`config.mk`:
```
export PLATFORM = sky130hd
export DESIGN_NAME = adc_ets_sampler_flat
export DESIGN_NICKNAME = d
export VERILOG_FILES = /design/src/rtl/adc_ets_sampler_if.sv /design/src/rtl/adc_ets_sampler.sv /design/src/flat_wrapper.sv
export SDC_FILE = /design/constraint.sdc
export NUM_CORES = 1
export LEC_CHECK = 0
export CAP_MARGIN = 20
export CORE_MARGIN = 3
export CORE_UTILIZATION = 56
export CTS_CLUSTER_SIZE = 28
export DETAILED_ROUTE_END_ITERATION = 7
export GPL_TIMING_DRIVEN = 0
export HOLD_SLACK_MARGIN = 0.12
export PLACE_DENSITY_LB_ADDON = 0.05
export SYNTH_ARGS = -nofsm -noshare
export SYNTH_HDL_FRONTEND = slang
export SYNTH_SLANG_ARGS = --single-unit
```
`constraint.sdc`:
```
create_clock -name clk -period 3.1 [get_ports clk]
set_input_delay 0.62 -clock clk [delete_from_list [all_inputs] [get_ports clk]]
set_output_delay 0.62 -clock clk [all_outputs]
set_load 0.01 [all_outputs]
```
`src/rtl/adc_ets_sampler_if.sv`:
```
// Phase-result stream from adc_ets_sampler to the capture/readout logic.
//   out_data  : phase sum (ACC_W bits)
//   out_phase : phase index of out_data (PH_W bits)
//   out_valid : out_data/out_phase valid, held until accepted
//   out_ready : consumer accepts when out_valid & out_ready
// master = producer (sampler), slave = consumer.
interface adc_ets_sampler_if #(
  parameter int unsigned ACC_W = 16,
  parameter int unsigned PH_W  = 3
) ();
  logic [ACC_W-1:0] out_data;
  logic [PH_W-1:0]  out_phase;
  logic             out_valid;
  logic             out_ready;

  modport master (output out_data, output out_phase, output out_valid, input out_ready);
  modport slave  (input out_data, input out_phase, input out_valid, output out_ready);
endinterface

```
`src/rtl/adc_ets_sampler.sv`:
```
// Equivalent-time ADC front end. Divides clk into the ADC conversion clock, waits a settling
// interval, then sweeps NUM_PHASES capture phases; each phase samples bn at a delay one
// DELAY_STEP earlier than the previous one, sums SAMPLES_PER_PHASE samples and hands the sum
// out over a valid/ready stream.
//   clk, rst : system clock, synchronous active-high reset
//   en       : enables divider and FSM; low aborts any operation
//   start    : one-cycle sweep request, honoured only when idle
//   bn       : ADC output data (unsigned)
//   adc_clk  : registered divided conversion clock
//   trigger  : one-cycle pulse after a sweep completes
//   busy     : FSM not idle
//   overrun  : sticky, an unaccepted phase result was overwritten
//   res      : phase-result stream (out_data, out_phase, out_valid, out_ready)
module adc_ets_sampler #(
  parameter int unsigned DATA_W            = 14,
  parameter int unsigned DIV               = 20,
  parameter int unsigned SETTLE_CYCLES     = 100,
  parameter int unsigned NUM_PHASES        = 5,
  parameter int unsigned SAMPLES_PER_PHASE = 4,
  parameter int unsigned BASE_DELAY        = 19,
  parameter int unsigned DELAY_STEP        = 1,
  parameter bit          CONTINUOUS        = 1'b0
) (
  input  logic              clk,
  input  logic              rst,
  input  logic              en,
  input  logic              start,
  input  logic [DATA_W-1:0] bn,
  output logic              adc_clk,
  output logic              trigger,
  output logic              busy,
  output logic              overrun,
  adc_ets_sampler_if.master res
);

  localparam int unsigned ACC_W = DATA_W + $clog2(SAMPLES_PER_PHASE);
  localparam int unsigned PH_W  = (NUM_PHASES > 1) ? $clog2(NUM_PHASES) : 1;
  localparam int unsigned CNT_W = $clog2(DIV);
  localparam int unsigned HALF  = DIV / 2;
  localparam int unsigned SMP_W = $clog2(SAMPLES_PER_PHASE + 1);
  localparam int unsigned SET_W = $clog2(SETTLE_CYCLES + 2);

  if (DIV < 4 || (DIV % 2) != 0) begin : g_bad_div
    $error("DIV must be even and at least 4");
  end
  if (NUM_PHASES < 1) begin : g_bad_phases
    $error("NUM_PHASES must be at least 1");
  end
  if (SAMPLES_PER_PHASE < 1 || (SAMPLES_PER_PHASE & (SAMPLES_PER_PHASE - 1)) != 0)
  begin : g_bad_samples
    $error("SAMPLES_PER_PHASE must be a power of two");
  end
  if (BASE_DELAY > DIV - 1 ||
      int'(BASE_DELAY) - (int'(NUM_PHASES) - 1) * int'(DELAY_STEP) < 1) begin : g_bad_delay
    $error("capture delays must lie in 1..DIV-1 for every phase");
  end

  typedef enum logic [2:0] {StIdle, StSettle, StWaitEdge, StCapture, StDone} state_e;

  // Divider
  logic [CNT_W-1:0] count_q, count_nxt;
  logic             adc_clk_q;
  logic             adc_edge;

  always_comb begin
    count_nxt = (count_q == CNT_W'(DIV - 1)) ? '0 : count_q + 1'b1;
  end

  always_ff @(posedge clk) begin
    if (rst || !en) begin
      count_q   <= '0;
      adc_clk_q <= 1'b0;
    end else begin
      count_q   <= count_nxt;
      // High exactly while count is in the upper half of the period
      adc_clk_q <= (32'(count_nxt) >= HALF);
    end
  end

  // First cycle of the high half
  assign adc_edge = adc_clk_q && (count_q == CNT_W'(HALF));
  assign adc_clk  = adc_clk_q;

  // Sweep FSM
  state_e           state_q;
  logic [SET_W-1:0] settle_q;
  logic [CNT_W-1:0] delay_q;
  logic [CNT_W-1:0] target;
  logic [SMP_W-1:0] samples_q;
  logic [PH_W-1:0]  phase_q;
  logic [ACC_W-1:0] acc_q;
  logic [ACC_W-1:0] acc_sum;
  logic [ACC_W-1:0] out_data_q;
  logic [PH_W-1:0]  out_phase_q;
  logic             out_valid_q;
  logic             trigger_q;
  logic             overrun_q;

  always_comb begin
    target  = CNT_W'(BASE_DELAY - 32'(phase_q) * DELAY_STEP);
    acc_sum = acc_q + ACC_W'(bn);
  end

  always_ff @(posedge clk) begin
    if (rst) begin
      state_q     <= StIdle;
      settle_q    <= '0;
      delay_q     <= '0;
      samples_q   <= '0;
      phase_q     <= '0;
      acc_q       <= '0;
      out_data_q  <= '0;
      out_phase_q <= '0;
      out_valid_q <= 1'b0;
      trigger_q   <= 1'b0;
      overrun_q   <= 1'b0;
    end else if (!en) begin
      // Abort: drop pending work and any unaccepted result, keep the overrun history
      state_q     <= StIdle;
      samples_q   <= '0;
      phase_q     <= '0;
      acc_q       <= '0;
      out_valid_q <= 1'b0;
      trigger_q   <= 1'b0;
    end else begin
      trigger_q <= 1'b0;
      if (out_valid_q && res.out_ready) out_valid_q <= 1'b0;

      unique case (state_q)
        StIdle: begin
          if (start) begin
            settle_q <= '0;
            state_q  <= StSettle;
          end
        end
        StSettle: begin
          if (32'(settle_q) + 32'd1 >= SETTLE_CYCLES) state_q <= StWaitEdge;
          else settle_q <= settle_q + 1'b1;
        end
        StWaitEdge: begin
          // The edge cycle itself counts as delay 0
          if (adc_edge) begin
            delay_q <= CNT_W'(1);
            state_q <= StCapture;
          end
        end
        StCapture: begin
          if (delay_q == target) begin
            if (32'(samples_q) + 32'd1 == SAMPLES_PER_PHASE) begin
              out_data_q  <= acc_sum;
              out_phase_q <= phase_q;
              out_valid_q <= 1'b1;
              if (out_valid_q && !res.out_ready) overrun_q <= 1'b1;
              acc_q     <= '0;
              samples_q <= '0;
              if (32'(phase_q) == NUM_PHASES - 1) begin
                phase_q <= '0;
                state_q <= StDone;
              end else begin
                phase_q <= phase_q + 1'b1;
                state_q <= StWaitEdge;
              end
            end else begin
              acc_q     <= acc_sum;
              samples_q <= samples_q + 1'b1;
              state_q   <= StWaitEdge;
            end
          end else begin
            delay_q <= delay_q + 1'b1;
          end
        end
        StDone: begin
          trigger_q <= 1'b1;
          state_q   <= CONTINUOUS ? StWaitEdge : StIdle;
        end
        default: state_q <= StIdle;
      endcase
    end
  end

  assign res.out_data  = out_data_q;
  assign res.out_phase = out_phase_q;
  assign res.out_valid = out_valid_q;
  assign trigger       = trigger_q;
  assign busy          = (state_q != StIdle);
  assign overrun       = overrun_q;

endmodule

```
`src/flat_wrapper.sv`:
```
// flat-port wrapper written by rule: the top's interface ports become plain ports
module adc_ets_sampler_flat 
#(
  parameter int unsigned DATA_W            = 14,
  parameter int unsigned DIV               = 20,
  parameter int unsigned SETTLE_CYCLES     = 100,
  parameter int unsigned NUM_PHASES        = 5,
  parameter int unsigned SAMPLES_PER_PHASE = 4,
  parameter int unsigned BASE_DELAY        = 19,
  parameter int unsigned DELAY_STEP        = 1,
  parameter bit          CONTINUOUS        = 1'b0
)
  (clk, rst, en, start, bn, adc_clk, trigger, busy, overrun, res_out_data, res_out_phase, res_out_valid, res_out_ready);
  adc_ets_sampler_if res_i ();
  input  logic clk;
  input  logic rst;
  input  logic en;
  input  logic start;
  input  logic [DATA_W-1:0] bn;
  output logic adc_clk;
  output logic trigger;
  output logic busy;
  output logic overrun;
  output wire logic [$bits(res_i.out_data)-1:0] res_out_data;
  output wire logic [$bits(res_i.out_phase)-1:0] res_out_phase;
  output wire logic [$bits(res_i.out_valid)-1:0] res_out_valid;
  input wire logic [$bits(res_i.out_ready)-1:0] res_out_ready;
  assign res_out_data = res_i.out_data;
  assign res_out_phase = res_i.out_phase;
  assign res_out_valid = res_i.out_valid;
  assign res_i.out_ready = res_out_ready;
  adc_ets_sampler #(.DATA_W(DATA_W), .DIV(DIV), .SETTLE_CYCLES(SETTLE_CYCLES), .NUM_PHASES(NUM_PHASES), .SAMPLES_PER_PHASE(SAMPLES_PER_PHASE), .BASE_DELAY(BASE_DELAY), .DELAY_STEP(DELAY_STEP), .CONTINUOUS(CONTINUOUS)) u_core (.clk(clk), .rst(rst), .en(en), .start(start), .bn(bn), .adc_clk(adc_clk), .trigger(trigger), .busy(busy), .overrun(overrun), .res(res_i));
endmodule
```
==> results of run 1 <==
-- worst paths after layout --
path                                     start                                    to  slack, ns  depth (start not counted)
setup / recovery                         bn[0]  u_core.res.out_data[14]$_SDFFE_PP0P_       0.12                          9
hold / removal     u_core.overrun$_SDFFE_PP0P_           u_core.overrun$_SDFFE_PP0P_       0.44                          2
setup reg to reg  u_core.acc_q[0]$_SDFFE_PP0P_  u_core.res.out_data[14]$_SDFFE_PP0P_       0.54                          8
hold reg to reg    u_core.overrun$_SDFFE_PP0P_           u_core.overrun$_SDFFE_PP0P_       0.44                          2
-- area by class of cell --
cell class / instances / area, um2 / area share [%]
Clock inverter: 2 / 60.1 / 1.33
Sequential cell: 65 / 1300 / 28.9
Multi-Input combinational cell: 355 / 2300 / 51.1
Tap cell: 77 / 96.3 / 2.14
Timing Repair Buffer: 40 / 400 / 8.90
Buffer: 25 / 118 / 2.61
Clock buffer: 13 / 169 / 3.75
Inverter: 15 / 56.3 / 1.25
-- cells by family (layout without fill, tap and decap cells) --
| family | after synthesis | in the layout |
|---|---|---|
| and+or+nand+nor | 195 | 195 |
| AOI/OAI and AO/OA | 121 | 121 |
| DFF | 65 | 65 |
| buffers and inverters | 40 | 95 |
| adders and majority gates | 24 | 24 |
| xor gates and xnor gates | 12 | 12 |
| muxes | 3 | 3 |
-- placed cells by master (no fill, tap or decap), types with 7 or more instances in the layout --
cell type / netlist / layout
buf_2: 7 / 7
a21o_1: 10 / 10
xnor2_1: 9 / 9
a21oi_1: 42 / 42
o21ai_0: 15 / 15
clkbuf_8: 0 / 12
clkdlybuf4s50_1: 0 / 40
ha_1: 23 / 23
and3_1: 12 / 12
nand3_1: 34 / 34
and2_1: 8 / 8
clkbuf_1: 15 / 16
nand2_1: 51 / 51
or3_1: 8 / 8
o211ai_1: 10 / 10
nand4_1: 10 / 10
dfxtp_1: 65 / 65
nor3_1: 7 / 7
nor2_1: 32 / 32
inv_1: 15 / 15
-- power groups by stage --
stage | sequential [mW] | combinational [mW] | clock, mW
2_1_floorplan | 0.859 | 0.0650 | 0
3_3_place_gp | 0.860 | 0.110 | 0
3_5_place_dp | 0.860 | 0.111 | 0
4_1_cts | 0.841 | 0.112 | 0.845
5_1_grt | 0.841 | 0.125 | 0.886
6_report | 0.841 | 0.113 | 0.841
-- worst max-delay path: cells and delay by family --
family | cells | cell delay [ns]
AOI/OAI and AO/OA | 5 | 1.24
buffers and inverters | 1 | 0.43
adders and majority gates | 2 | 0.66
and+or+nand+nor | 1 | 0.26
-- metrics by stage --
| stage | utilization, % | std cells | cell area, um2 |
|---|---|---|---|
| floorplan | - | 460 | 3770 |
| finish | 70.1 | 592 | 4500 |
| global placement | 66.5 | 577 | 4270 |
| CTS | 70.1 | 592 | 4500 |
| global route | 70.1 | 592 | 4500 |
| detailed placement | 66.5 | 577 | 4270 |
-- layer usage --
metal	vias up	part of all wire [%]	global-route usage, %
met5	-	0	0
met1	1726	47	36.7
met4	0	2.2	10.7
met3	19	6.2	4.14
met2	133	45	40.7
li1	1800	-	-
-- flip-flops by register name, indices dropped and copies added (netlist names) --
register              count
u_core.res.out_data      16
u_core.count_q            5
u_core.overrun            1
u_core.adc_clk            1
u_core.samples_q          3
u_core.trigger            1
u_core.phase_q            3
u_core.state_q            3
u_core.settle_q           7
u_core.res.out_valid      1
u_core.acc_q             16
u_core.delay_q            5
u_core.res.out_phase      3
==> flow_summary.json, run 1 <==
{
  "p_sw_share_pct": 22.2,
  "antenna_found_initial": 0,
  "clk_latency_ns": 0.34,
  "place_hpwl_um": 6960,
  "path_cells": "clkdlybuf4s50_1 > ha_1 > fa_1 > a211oi_1 > o21bai_1 > a22oi_1 > o211ai_1 > and4_1 > a311o_1",
  "yosys.area_share.simple_pct": 27.5,
  "crit_slowest_cell": "clkdlybuf4s50_1",
  "p_per_area_nw_per_um2": 399,
  "setup_violations": 0,
  "row_count": 29,
  "die_x_um": 88.1,
  "antennaDiodeCount": 0,
  "ir_drop_mv": 0.341,
  "post-place-ws_ns": -0.209,
  "synth_area_leaders": "dfxtp_1 34%, ha_1 7.6%, a21oi_1 5.6%",
  "wirelength_um": 9680,
  "drive_above_1_share_pct": 6.80,
  "grt_max_degree": 11,
  "synth_warnings": 0,
  "tightest_slew_ns": 0.624,
  "drcViolationCount": 0,
  "syn_to_final_growth_pct": 19.2,
  "crit_fanout": 4,
  "viasPerCell": 6.21,
  "die_y_um": 88.1,
  "initial_core_util_pct": 58.8,
  "fmax_mhz": 335,
  "synth_common_cells": "65 x dfxtp_1, 51 x nand2_1, 42 x a21oi_1",
  "report.final.slew_viol_count": 0,
  "synth_top_family_by_area": "simple AND/OR/NAND/NOR gates",
  "clock-sinks": 65,
  "synthArstFlopShare_pct": 0,
  "first_global_vias": 3386,
  "pin_count": 43,
  "finalNetCount": 554,
  "drt_pass1_iterations": 5,
  "cpPeakStageDelay_ns": 0.43,
  "max_cap_violations": 0,
  "seq_area_frac_synth_pct": 34.5,
  "grt.total_usage_pct": 26.3,
  "routedWlPerCell_um": 16.3,
  "syn_area_um2": 3770,
  "cts_tree": "built",
  "cts.clk_slew.worst_paths_ns": 0.07,
  "core-area_um2": 6420,
  "syn_nets": 503,
  "grt_pass1_wl_um": 16000,
  "ys.flop_type": "dfxtp_1",
  "p_sw_uw": 398,
  "synth-edff-count": 0,
  "min_period_ns": 2.98,
  "ys_types": 61,
  "critPathKind": "in2reg",
  "ant_nets": 0,
  "cts_hold_buffers": 0,
  "htree_levels": 3,
  "drt_iter0_markers": 230,
  "synth_fa_ha_area_share_pct": 8.16,
  "hp-class": "reg2reg",
  "cts_max_path_buffers": 2,
  "intPower_mw": 1.40,
  "synthCells": 460,
  "power_frac_seq_pct": 46.8,
  "synth_xor_xnor_area_share_pct": 2.79,
  "cts-root-buf": "clkbuf_8",
  "ys_ff_latch": 65,
  "worst_slack_ns": 0.117,
  "slew-limit-headroom_pct": 58.4,
  "post_cts_buffers": 0,
  "yosys.area.top_type": "dfxtp_1",
  "leakage_nw": 1.70,
  "crit_arrival_ns": 3.21,
  "synth_compound_area_share_pct": 21.7,
  "clock_skew_ns": 0.00531,
  "fin_crit_sh_pct": 96.2,
  "muxShareOfSynthArea_pct": 0.796,
  "start_kind": "input pin",
  "required_ns": 3.33,
  "p_total_mw": 1.80,
  "synth_top_area_share_pct": 34.5,
  "syn_area_per_cell_um2": 8.20,
  "status": "finished clean",
  "cts_buffers": 9,
  "worstSetupEndpointType": "flip-flop",
  "place.port_buffers": 40,
  "p_comb_share_pct": 6.3,
  "routabilityCongestion": 0.894,
  "yosysMostFrequentCell": "dfxtp_1",
  "final_hold_viol_count": 0,
  "dieArea_um2": 7760,
  "whs_ns": 0.445,
  "vias": 3678,
  "fin_setup_tns_ns": 0,
  "fill_cells": 546,
  "p_clk_share_pct": 46.9,
  "rsz0062_at_grt": "false",
  "grt_overflow": 0,
  "cts_resized": 0
}
Note: power is estimated with default switching activity, not from simulation.
==> run 2, diff against run 1 <==
- CORE_UTILIZATION: 56 -> 55
==> run 2 against run 1 <==
Effect of this change:
- critical path type unchanged
- non-clock buffer count unchanged
- clock skew increased by 0.0068 ns
- sequential share of layout area increased by 0.21 points
- wire length decreased by 0.93%
- fmax increased by 0.60%
- core utilization decreased by 1.3 points
- power decreased by 8.5%
- highest routed layer unchanged
- largest cell class unchanged
- first-iteration DRC count decreased by 10%
- cell area decreased by 0.72%
- final cell count increased by 0.17%
- largest power group unchanged
- clock power decreased by 18%
- clock-buffer cell count decreased by 1
==> flow_summary.json, run 2 (synthesis gave the netlist of run 1 again) <==
{
  "status": "finished clean",
  "path_cells": "clkdlybuf4s50_1 > ha_1 > fa_1 > a211oi_1 > o21bai_1 > a22oi_2 > o211ai_1 > and4_1 > a311o_1",
  "drcViolationCount": 0,
  "first_global_vias": 3275,
  "clk_latency_ns": 0.34,
  "place_hpwl_um": 6850,
  "startpoint": "bn[0]",
  "drive_above_1_share_pct": 7.36,
  "vias": 3605,
  "holdPathStages": 2,
  "dieArea_um2": 7890,
  "grt_overflow": 0,
  "post_cts_buffers": 0,
  "pin_count": 43,
  "wirelength_um": 9590,
  "finalNetCount": 554,
  "cts.clk_slew.worst_paths_ns": 0.07,
  "routabilityCongestion": 0.917,
  "grt.total_usage_pct": 25.4,
  "routedWlPerCell_um": 16.2,
  "tightest_slew_ns": 0.638,
  "leakage_nw": 1.68,
  "core-area_um2": 6490,
  "crit_arrival_ns": 3.19,
  "start_kind": "input pin",
  "initial_core_util_pct": 58.1,
  "postPlaceCellArea_um2": 4270,
  "grt_pass1_wl_um": 15500,
  "dp.cells": 577,
  "cts_hold_buffers": 0,
  "p_per_area_nw_per_um2": 368,
  "cpPeakStageDelay_ns": 0.43,
  "place.port_buffers": 40,
  "rsz0062_at_grt": "false",
  "cts_max_path_buffers": 2,
  "htree_levels": 3,
  "die_x_um": 88.8,
  "r2r-end": "u_core.res.out_data[14]$_SDFFE_PP0P_",
  "report.final.slew_viol_count": 0,
  "fin_crit_sh_pct": 95.6,
  "whs_endpoint": "u_core.overrun$_SDFFE_PP0P_",
  "clock-sinks": 65,
  "whs_ns": 0.452,
  "cts-root-buf": "clkbuf_8",
  "hp-class": "reg2reg",
  "min_from": "u_core.overrun$_SDFFE_PP0P_",
  "final_hold_viol_count": 0,
  "required_ns": 3.32,
  "clock_skew_ns": 0.0121,
  "layout_common_cells": "65 x dfxtp_1, 51 x nand2_1, 42 x a21oi_1, 40 x clkdlybuf4s50_1, 34 x nand3_1",
  "row_count": 29,
  "drt_iter0_markers": 206,
  "crit_slowest_cell": "fa_1",
  "reg2reg_depth": 8,
  "crit_fanout": 4,
  "fin_cells": 593,
  "ir_drop_mv": 0.280,
  "regToRegSetupSlack_ns": 0.53,
  "syn_to_final_growth_pct": 18.4,
  "ant_nets": 0,
  "antenna_found_initial": 0,
  "setup_violations": 0,
  "r2r_start": "u_core.acc_q[0]$_SDFFE_PP0P_",
  "viasPerCell": 6.08,
  "die_y_um": 88.8,
  "grt_max_degree": 12,
  "fmax_mhz": 337,
  "worstPathBufferInverterCount": 1,
  "slew-limit-headroom_pct": 57.5,
  "max_cap_violations": 0,
  "critPathKind": "in2reg",
  "cts_buffers": 9,
  "antennaDiodeCount": 0,
  "layout_commonest_cell": "dfxtp_1",
  "min_period_ns": 2.96,
  "drt_pass1_iterations": 5,
  "final_area_um2": 4470,
  "cts_tree": "built",
  "worstSetupEndpointType": "flip-flop",
  "fin_setup_tns_ns": 0,
  "path_delay_family": "compound AO/OA/AOI/OAI gates"
}
==> run 2: final cells by class <==
| type | count | area, um2 |
|---|---|---|
| multi-input combinational | 355 | 2300 |
| fill | 541 | 2030 |
| sequential | 65 | 1300 |
| timing repair buffer | 40 | 400 |
| clock buffer | 12 | 165 |
| buffer | 25 | 118 |
| tap | 77 | 96.3 |
| inverter | 15 | 56.3 |
| clock inverter | 4 | 26.3 |
==> run 2: report_power, final <==
| group | internal (mW) | switching (mW) | total, mW |
|---|---|---|---|
| registers | 0.837 | 0.00336 | 0.841 |
| logic | 0.0449 | 0.0684 | 0.113 |
| clock network | 0.354 | 0.334 | 0.689 |
==> run 2: stage by stage <==
step | power, mW | utilization (%) | setup WS [ns]
after floorplan | 0.924 | - | 0.542
after global placement | 0.970 | 65.7 | -0.154
after detailed placement | 0.971 | 65.7 | -0.202
after CTS | 1.65 | 68.7 | 0.104
after global routing | 1.71 | 68.8 | 0.0724
final | 1.64 | 68.8 | 0.135
==> run 2: what timing repair did <==
item                       CTS  global route
resized for setup            0             1
setup endpoints to repair    0             1
hold endpoints to repair     0             0
==> run 2: worst reg2reg max path: cells and delay by family (launching register included) <==
family,cells,cell delay [ns]
AOI/OAI and AO/OA,5,1.22
and+or+nand+nor,1,0.27
DFF,1,0.32
adders and majority gates,2,0.64
==> run 2: worst max path at each step <==
stage,endpoint,slack [ns],cells past startpoint
2_1_floorplan,u_core.res.out_data[14]$_SDFFE_PP0P_,0.54,8
3_3_place_gp,u_core.res.out_data[14]$_SDFFE_PP0P_,-0.15,9
3_5_place_dp,u_core.res.out_data[14]$_SDFFE_PP0P_,-0.20,9
4_1_cts,u_core.res.out_data[14]$_SDFFE_PP0P_,0.10,9
5_1_grt,u_core.res.out_data[14]$_SDFFE_PP0P_,0.07,9
6_report,u_core.res.out_data[14]$_SDFFE_PP0P_,0.14,9
==> run 2: per-layer routing <==
| layer | vias to the layer above | part of all wire (%) | track usage, % |
|---|---|---|---|
| li1 | 1799 | - | - |
| met1 | 1676 | 48 | 35.2 |
| met2 | 115 | 45 | 39.5 |
| met3 | 15 | 5.6 | 3.72 |
| met4 | 0 | 1.7 | 10.0 |
| met5 | - | 0 | 0 |
